$ cat config.mk
export PLATFORM = sky130hd
export DESIGN_NAME = layer2_neuron_ctrl
export DESIGN_NICKNAME = d
export VERILOG_FILES = /design/src/rtl/layer2_neuron_ctrl.sv
export SDC_FILE = /design/constraint.sdc
export NUM_CORES = 1
export LEC_CHECK = 0
export BUFFER_PORTS_ARGS = -buffer_cell sky130_fd_sc_hd__buf_2
export CAP_MARGIN = 20
export CORE_MARGIN = 1.5
export CORE_UTILIZATION = 58
export CTS_CLUSTER_SIZE = 8
export DETAILED_ROUTE_END_ITERATION = 8
export HOLD_SLACK_MARGIN = 0.03
export PLACE_DENSITY = 0.83
export RECOVER_POWER = 50
export SETUP_SLACK_MARGIN = 0.5
export SLEW_MARGIN = 0
export SYNTH_ARGS = -nofsm -noshare
export SYNTH_HDL_FRONTEND = slang
export SYNTH_SLANG_ARGS = --single-unit
$ cat constraint.sdc
create_clock -name clk -period 6.2 [get_ports clk]
set_input_delay 0.93 -clock clk [delete_from_list [all_inputs] [get_ports clk]]
set_output_delay 0.93 -clock clk [all_outputs]
set_load 0.005 [all_outputs]
$ cat src/rtl/layer2_neuron_ctrl.sv
`timescale 1ns/1ps
`default_nettype none
// ============================================================================
// Module   : layer2_neuron_ctrl
// Brief    : Per-timestep sequencer for the layer-2 neuron set (update, spike,
//            optional surrogate sweep, sample done).
// Revision : 1.0 - initial release
// ============================================================================
module layer2_neuron_ctrl #(
    parameter int BIT_WIDTH_SURROGATE = 3,
    parameter int TIMESTEP_BITS       = 8
) (
    input  logic                           clk,
    input  logic                           reset_n,
    input  logic                           sample_start_i,
    input  logic [TIMESTEP_BITS-1:0]       num_timesteps_i,
    input  logic                           training_state_i,
    input  logic                           accum_done_i,
    output logic                           membrane_update_valid_o,
    output logic                           post_spiking_now_o,
    output logic                           surrogate_compute_time_o,
    output logic [BIT_WIDTH_SURROGATE-1:0] surrogate_ref_o,
    output logic                           surrogate_read_finish_o,
    output logic                           this_sample_done_o,
    output logic                           training_state_o,
    output logic [TIMESTEP_BITS-1:0]       timestep_o,
    output logic                           busy_o
);

    typedef enum logic [2:0] {
        S_IDLE   = 3'd0,
        S_ACCUM  = 3'd1,
        S_UPDATE = 3'd2,
        S_SPIKE  = 3'd3,
        S_SURR   = 3'd4,
        S_FIN    = 3'd5,
        S_DONE   = 3'd6
    } state_t;

    localparam logic [TIMESTEP_BITS-1:0]       c_ts_one    = {{(TIMESTEP_BITS-1){1'b0}}, 1'b1};
    localparam logic [BIT_WIDTH_SURROGATE-1:0] c_surr_one  = {{(BIT_WIDTH_SURROGATE-1){1'b0}}, 1'b1};
    localparam logic [BIT_WIDTH_SURROGATE-1:0] c_surr_last = '1;

    state_t                           r_state;
    logic [TIMESTEP_BITS-1:0]         r_count;
    logic                             r_train;
    logic [TIMESTEP_BITS-1:0]         r_timestep;
    logic [BIT_WIDTH_SURROGATE-1:0]   r_surr;

    state_t                           w_next_state;
    logic [TIMESTEP_BITS-1:0]         w_next_count;
    logic                             w_next_train;
    logic [TIMESTEP_BITS-1:0]         w_next_timestep;
    logic [BIT_WIDTH_SURROGATE-1:0]   w_next_surr;
    logic                             w_last;

    // The count is never below 1, so count-1 cannot underflow during a sample.
    assign w_last = (r_timestep == (r_count - c_ts_one));

    always_comb begin
        w_next_state    = r_state;
        w_next_count    = r_count;
        w_next_train    = r_train;
        w_next_timestep = r_timestep;
        w_next_surr     = '0;
        case (r_state)
            S_IDLE: begin
                if (sample_start_i) begin
                    w_next_state    = S_ACCUM;
                    w_next_count    = (num_timesteps_i == '0) ? c_ts_one : num_timesteps_i;
                    w_next_train    = training_state_i;
                    w_next_timestep = '0;
                end
            end
            S_ACCUM: begin
                if (accum_done_i) begin
                    w_next_state = S_UPDATE;
                end
            end
            S_UPDATE: begin
                w_next_state = S_SPIKE;
            end
            S_SPIKE: begin
                if (r_train) begin
                    w_next_state = S_SURR;
                end else if (w_last) begin
                    w_next_state = S_DONE;
                end else begin
                    w_next_state    = S_ACCUM;
                    w_next_timestep = r_timestep + c_ts_one;
                end
            end
            S_SURR: begin
                if (r_surr == c_surr_last) begin
                    w_next_state = S_FIN;
                end else begin
                    w_next_surr = r_surr + c_surr_one;
                end
            end
            S_FIN: begin
                if (w_last) begin
                    w_next_state = S_DONE;
                end else begin
                    w_next_state    = S_ACCUM;
                    w_next_timestep = r_timestep + c_ts_one;
                end
            end
            S_DONE: begin
                w_next_state = S_IDLE;
            end
            default: begin
                w_next_state = S_IDLE;
            end
        endcase
    end

    // Strobes are decoded from the next state so they line up with the state register.
    always_ff @(posedge clk or negedge reset_n) begin
        if (!reset_n) begin
            r_state                  <= S_IDLE;
            r_count                  <= '0;
            r_train                  <= 1'b0;
            r_timestep               <= '0;
            r_surr                   <= '0;
            membrane_update_valid_o  <= 1'b0;
            post_spiking_now_o       <= 1'b0;
            surrogate_compute_time_o <= 1'b0;
            surrogate_read_finish_o  <= 1'b0;
            this_sample_done_o       <= 1'b0;
            busy_o                   <= 1'b0;
        end else begin
            r_state                  <= w_next_state;
            r_count                  <= w_next_count;
            r_train                  <= w_next_train;
            r_timestep               <= w_next_timestep;
            r_surr                   <= w_next_surr;
            membrane_update_valid_o  <= (w_next_state == S_UPDATE);
            post_spiking_now_o       <= (w_next_state == S_SPIKE);
            surrogate_compute_time_o <= (w_next_state == S_SURR);
            surrogate_read_finish_o  <= (w_next_state == S_FIN);
            this_sample_done_o       <= (w_next_state == S_DONE);
            busy_o                   <= (w_next_state != S_IDLE);
        end
    end

    assign surrogate_ref_o  = r_surr;
    assign training_state_o = r_train;
    assign timestep_o       = r_timestep;

endmodule
`default_nettype wire

# Word level (Yosys, flattened, before mapping)
# Index checks and enable logic that the tools add are counted.
# totals
reg_bits,29
output_inout_bits,18
input_bits,13
# op_classes
reduce_logical,6
n_addsub,3
muxes,13
eq_ne,14
# op_table
op,count
$mux W8,4
$pmux W8 S3,1
$mux W3,7
$eq A3 B3 Y1 const B,6
$pmux W3 S6,1
$eq A3 B2 Y1 const B,4
$add A8 B1 Y8 const B,1
$eq A8 B8 Y1,1
$logic_not A8 Y1,1
$sub A8 B1 Y8 const B,1
$reduce_bool A3 Y1,2
$ne A2 B2 Y1 const B,2
$add A3 B1 Y3 const B,1
$eq A3 B1 Y1 const B,1
$logic_not A3 Y1,1
$reduce_and A3 Y1,1
$reduce_and A2 Y1,1

# Longest topological paths before layout
# depth
depth_word,6
depth_mapped,9
depth_no_buf,8

# Worst setup path before layout
# Ideal clock, no wire load.
# synth_timing
path_kind,input to register
start,input sample_start_i
end,register r_count[3]
setup_time_ns,0.065
arrival_time_ns,2.028
setup_slack_ns,4.107
cell_stages,4
path_buffers,1
required_time_ns,6.135
cell_sequence,nor4b_1 -> clkbuf_1 -> nand2_1 -> nand2_1
# synth_via
elab_chain_len,1
# synth_lines
item,line_no,text
start: declaration,15,"input logic sample_start_i,"
$reduce_and A2 Y1 (no source line),--,
end signal: assignment,133,r_count <= w_next_count;
end: declaration,45,logic [TIMESTEP_BITS-1:0] r_count;
# No other way between the ends.
# A chain may end at the register's enable or synchronous reset.

# Worst setup path after layout
# layout_timing
start,register r_count[0]
end,"register r_timestep[4], in the netlist timestep_o[4]"
# layout_via
elab_chain_len,5
# layout_lines
item,line_no,text
$sub A8 B1 Y8 *,58,assign w_last = (r_timestep == (r_count - c_ts_one));
$eq A8 B8 Y1 *,58,
$mux W8 *,--,
$mux W8,--,
$pmux W8 S3 *,--,
end signal: assignment,135,r_timestep <= w_next_timestep;
end: declaration,47,logic [TIMESTEP_BITS-1:0] r_timestep;
# Every way passes the cells marked *; elsewhere a longest branch is shown, timed or not. The select of a mux whose other input is x is not followed.

==> metrics.md <==
| Metric | Value |
|---|---|
| Final Critical Period | 2.328 ns |
| Iteration-0 DRC Markers | 36 |
| Final Hold Viols | 0 |
| Fill count | 196 |
| Max stage delay cell, worst path | dfrtp_1 |
| Setup WS post-layout | 3.872 ns |
| Min-Delay Path Depth | 1 |
| Post-CTS Setup Inserts | 0 |
| GR Overflow Total | 0 |
| Sequential element share of the synthesized area | 0.4685 |
| Reg power frac | 0.436 |
| Post-Syn Nets | 188 |
| Critical path type | reg2reg |
| Final Net Count | ~220 |
| Ys Warns | 0 |
| Flop-to-flop setup slack | 3.87 ns |
| Initial Util | 0.6196 |
| Total CTS buffers | 5 |
| Fmax | 429.5 MHz |
| Via-per-instance ratio | 5.877 |
| GRT Total Usage | 0.2663 |
| Die W | ~55 um |
| CTS clk-pin slew, worst paths | 0.10 ns |
| Critical Path Fanout Max | 14 |
| Slew margin rel. | -0.008409 |
| Placed Cells | 227 |
| Crit-path leading delay family | simple AND/OR/NAND/NOR gates |
| Yosys cell types | 38 |
| Core footprint | 2500 sq um |
| P_sw | 335.8 uW |
| PostCTS Resize Cnt | 0 |
| Hold_sp | surrogate_ref_o[0]$_DFF_PN0_ |
| Post-Route Utilization | 0.7092 |
| CTS root buffer | clkbuf_4 |
| # setup viols final | 0 |
| First-pass GRT wire length | approximately 5500 um |
| Pin count of the biggest net entering global routing | 30 |
| Multi-input gate area | just under 800 sq um |
| DR vias | approximately 1400 |
| Routed WL per cell | between 10 and 15 um |
| Max-slew violation count | 30 |
| DP HPWL | 2570 um |
| P_int | approximately 420 uW |
| CP peak stage delay | 0.46 ns |
| Final total power | around 760 uW |
| Final Non-Filler Cells | about 240 |
| Static leakage | ~0.0009 uW |
| Die Y | 54.68 um |
| Routed WL | 3495 um |
| Final clock skew | 0.01114 ns |
| Peak supply drop | 0.3078 mV |
| DRC viols | 0 |
| CP bufs+invs | 1 |
| Reg area | 725.7 sq um |
| Seq cells post-synth | 29 |
| Combinational Power Share | 0.417 |
| Fin Setup TNS | 0 ns |
| Status | finished with violations |
| Initial antenna violation count | 0 |
| Commonest non-fill, non-tap cell in the layout | nand2_1 |
| Buffers on Ports | 30 |
| Req. time, crit path | 6.42 ns |
| Hold EP | surrogate_ref_o[0]$_DFF_PN0_ |
| Clock Latency Late Sink | ~0.33 ns |
| Failing checks | capacitance limit, slew limit |
| Area growth from synthesis to layout | 14.46% |
| PD cells | 429.0 nW/um^2 |
| CP most frequent cell | or3_1 |
| CP Capture Type | register |
| Worst Hold Class | reg2reg |
| R2r worst-path depth | 8 |
| Gp weighted congestion | 0.8436 |
| Worst-margin pin slew | 1.513 ns |
| Max-capacitance violation count | 1 |
| Critical R2R Launch | r_count[0]$_DFFE_PN0P_ |
| DRT Pass-1 Iters | 5 |
| Part of the power in the clock network | 0.147 |
| FP Rows | 18 |
| Die ar. | 2990 sq um |
| R2R Path End | timestep_o[4]$_DFFE_PN0P_ |
| # H-tree levels | 2 |
| TritonCTS clock tree | yes |
| Clk buf depth | 2 |
| Antenna diodes | 0 |
| Switching share of power | 0.4415 |
| Share of layout cells above drive strength 1 | 0.2098 |
| # IOs | 31 |
| Antenna Nets Post-Route | 0 |
| Post-CTS Hold Buffers | 0 |
| Post-synthesis instance total | 171 |
| Crit start category | register |
| Number of global-route vias before repair | 1272 |
| RSZ-0062 raised after global routing | false |
| CTS sink cnt | 29 |
| Synthesized area | 1549 sq um |
| WP data arrival | 2.55 ns |
| Dpl ws | around 3.8 ns |
| Worst-path cell chain | inv_1 -> ha_1 -> nor2b_1 -> or3_1 -> a31oi_1 -> and4_4 -> or3_1 -> a21oi_1 |
| Most frequent cells in the layout | 31 x nand2_1, 29 x dfrtp_1, 29 x buf_2, 14 x o21ai_0, 13 x a21oi_1 |
| Mapped Avg Cell Area | 9.058 sq um |
| Crit share post-route | 0.3756 |
==> sequential cells by signal, summed over array words and instances, names as in the netlist <==
signal	flops
r_count	8
timestep_o	8
training_state_o	1
this_sample_done_o	1
busy_o	1
surrogate_compute_time_o	1
surrogate_ref_o	3
r_state	3
post_spiking_now_o	1
surrogate_read_finish_o	1
membrane_update_valid_o	1
==> layer usage <==
| metal | routed length (um) | GRT usage | up-vias |
|---|---|---|---|
| li1 | - | - | 668 |
| met1 | 1407 | 0.2946 | 651 |
| met2 | 1822 | 0.4782 | 52 |
| met3 | 201 | 0.07377 | 10 |
| met4 | 63 | 0.1000 | 0 |
| met5 | 0 | 0 | - |
==> logic make-up after synthesis <==
group                      Yosys count  share of synthesized area
AOI/OAI and AO/OA                   38                     0.1349
xor gates and xnor gates             8                    0.04523
adders and majority gates            4                    0.03231
buffers and inverters                8                    0.02504
DFF                                 29                     0.4685
and+or+nand+nor                     84                     0.2940
==> worst register-to-register path, stage by stage, from the launching register on <==
cell and delay [ns]:
dfrtp_1 0.46, inv_1 0.10, ha_1 0.28, nor2b_1 0.16, or3_1 0.36, a31oi_1 0.29, and4_4 0.35, or3_1 0.14
a21oi_1 0.06
==> worst max path at each step <==
stage	end	from	slack (ns)	cells after the start
global placement	timestep_o[7]$_DFFE_PN0P_	sample_start_i	3.93	6
finish	timestep_o[4]$_DFFE_PN0P_	r_count[0]$_DFFE_PN0P_	3.87	8
global route	timestep_o[2]$_DFFE_PN0P_	r_count[0]$_DFFE_PN0P_	3.75	8
floorplan	r_count[3]$_DFFE_PN0P_	sample_start_i	4.11	4
CTS	timestep_o[4]$_DFFE_PN0P_	r_count[0]$_DFFE_PN0P_	3.92	8
detailed placement	timestep_o[7]$_DFFE_PN0P_	sample_start_i	3.83	6
==> cell type report <==
cell class	count	area share
Clock buffer	6	0.02329
Clock inverter	2	0.005646
Inverter	3	0.006351
Multi-Input combinational cell	134	0.4460
Sequential cell	29	0.4093
Tap cell	30	0.02117
Timing Repair Buffer	31	0.08821
==> power by group through the flow <==
| stage | Clock [uW] | Sequential, uW | Combinational [uW] |
|---|---|---|---|
| after floorplan | 0 | 300 | 246 |
| after global placement | 0 | 329 | 295 |
| after detailed placement | 0 | 333 | 314 |
| after CTS | 112 | 330 | 316 |
| after global routing | 120 | 339 | 358 |
| final | 112 | 332 | 317 |
==> through the flow <==
stage          instance area, sq um  hold slack, ns
2_1_floorplan                  1549          0.4615
3_3_place_gp                   1723          0.4587
3_5_place_dp                   1723          0.4696
4_1_cts                        1774          0.4860
5_1_grt                        1773          0.5004
6_report                       1773          0.4870
==> cells in the mapped netlist <==
master / instances / area share
a21o_1: 1 / 0.0048
a21oi_1: 13 / 0.042
a31oi_1: 3 / 0.012
and2_0: 1 / 0.0040
and2_1: 4 / 0.016
and3_1: 2 / 0.0081
and3_2: 2 / 0.0097
and3b_1: 1 / 0.0057
and4_4: 1 / 0.0073
buf_2: 1 / 0.0032
buf_6: 1 / 0.0073
clkbuf_1: 3 / 0.0073
dfrtp_1: 29 / 0.47
ha_1: 4 / 0.032
inv_1: 3 / 0.0073
nand2_1: 31 / 0.075
nand2b_1: 3 / 0.012
nand3_1: 3 / 0.0097
nand3b_1: 2 / 0.0097
nand4_1: 3 / 0.012
nor2_1: 12 / 0.029
nor2b_1: 2 / 0.0081
nor3_1: 3 / 0.0097
nor4_1: 2 / 0.0081
nor4_4: 1 / 0.014
nor4b_1: 1 / 0.0057
nor4b_2: 1 / 0.0097
nor4bb_1: 1 / 0.0065
o21a_1: 1 / 0.0048
o21ai_0: 14 / 0.045
o21ai_1: 3 / 0.0097
o22a_1: 1 / 0.0057
o2bb2ai_1: 1 / 0.0057
o31ai_1: 1 / 0.0048
or3_1: 6 / 0.024
or4_1: 2 / 0.0097
xnor2_1: 4 / 0.023
xor2_1: 4 / 0.023
Power figures use the tool's default switching activity.
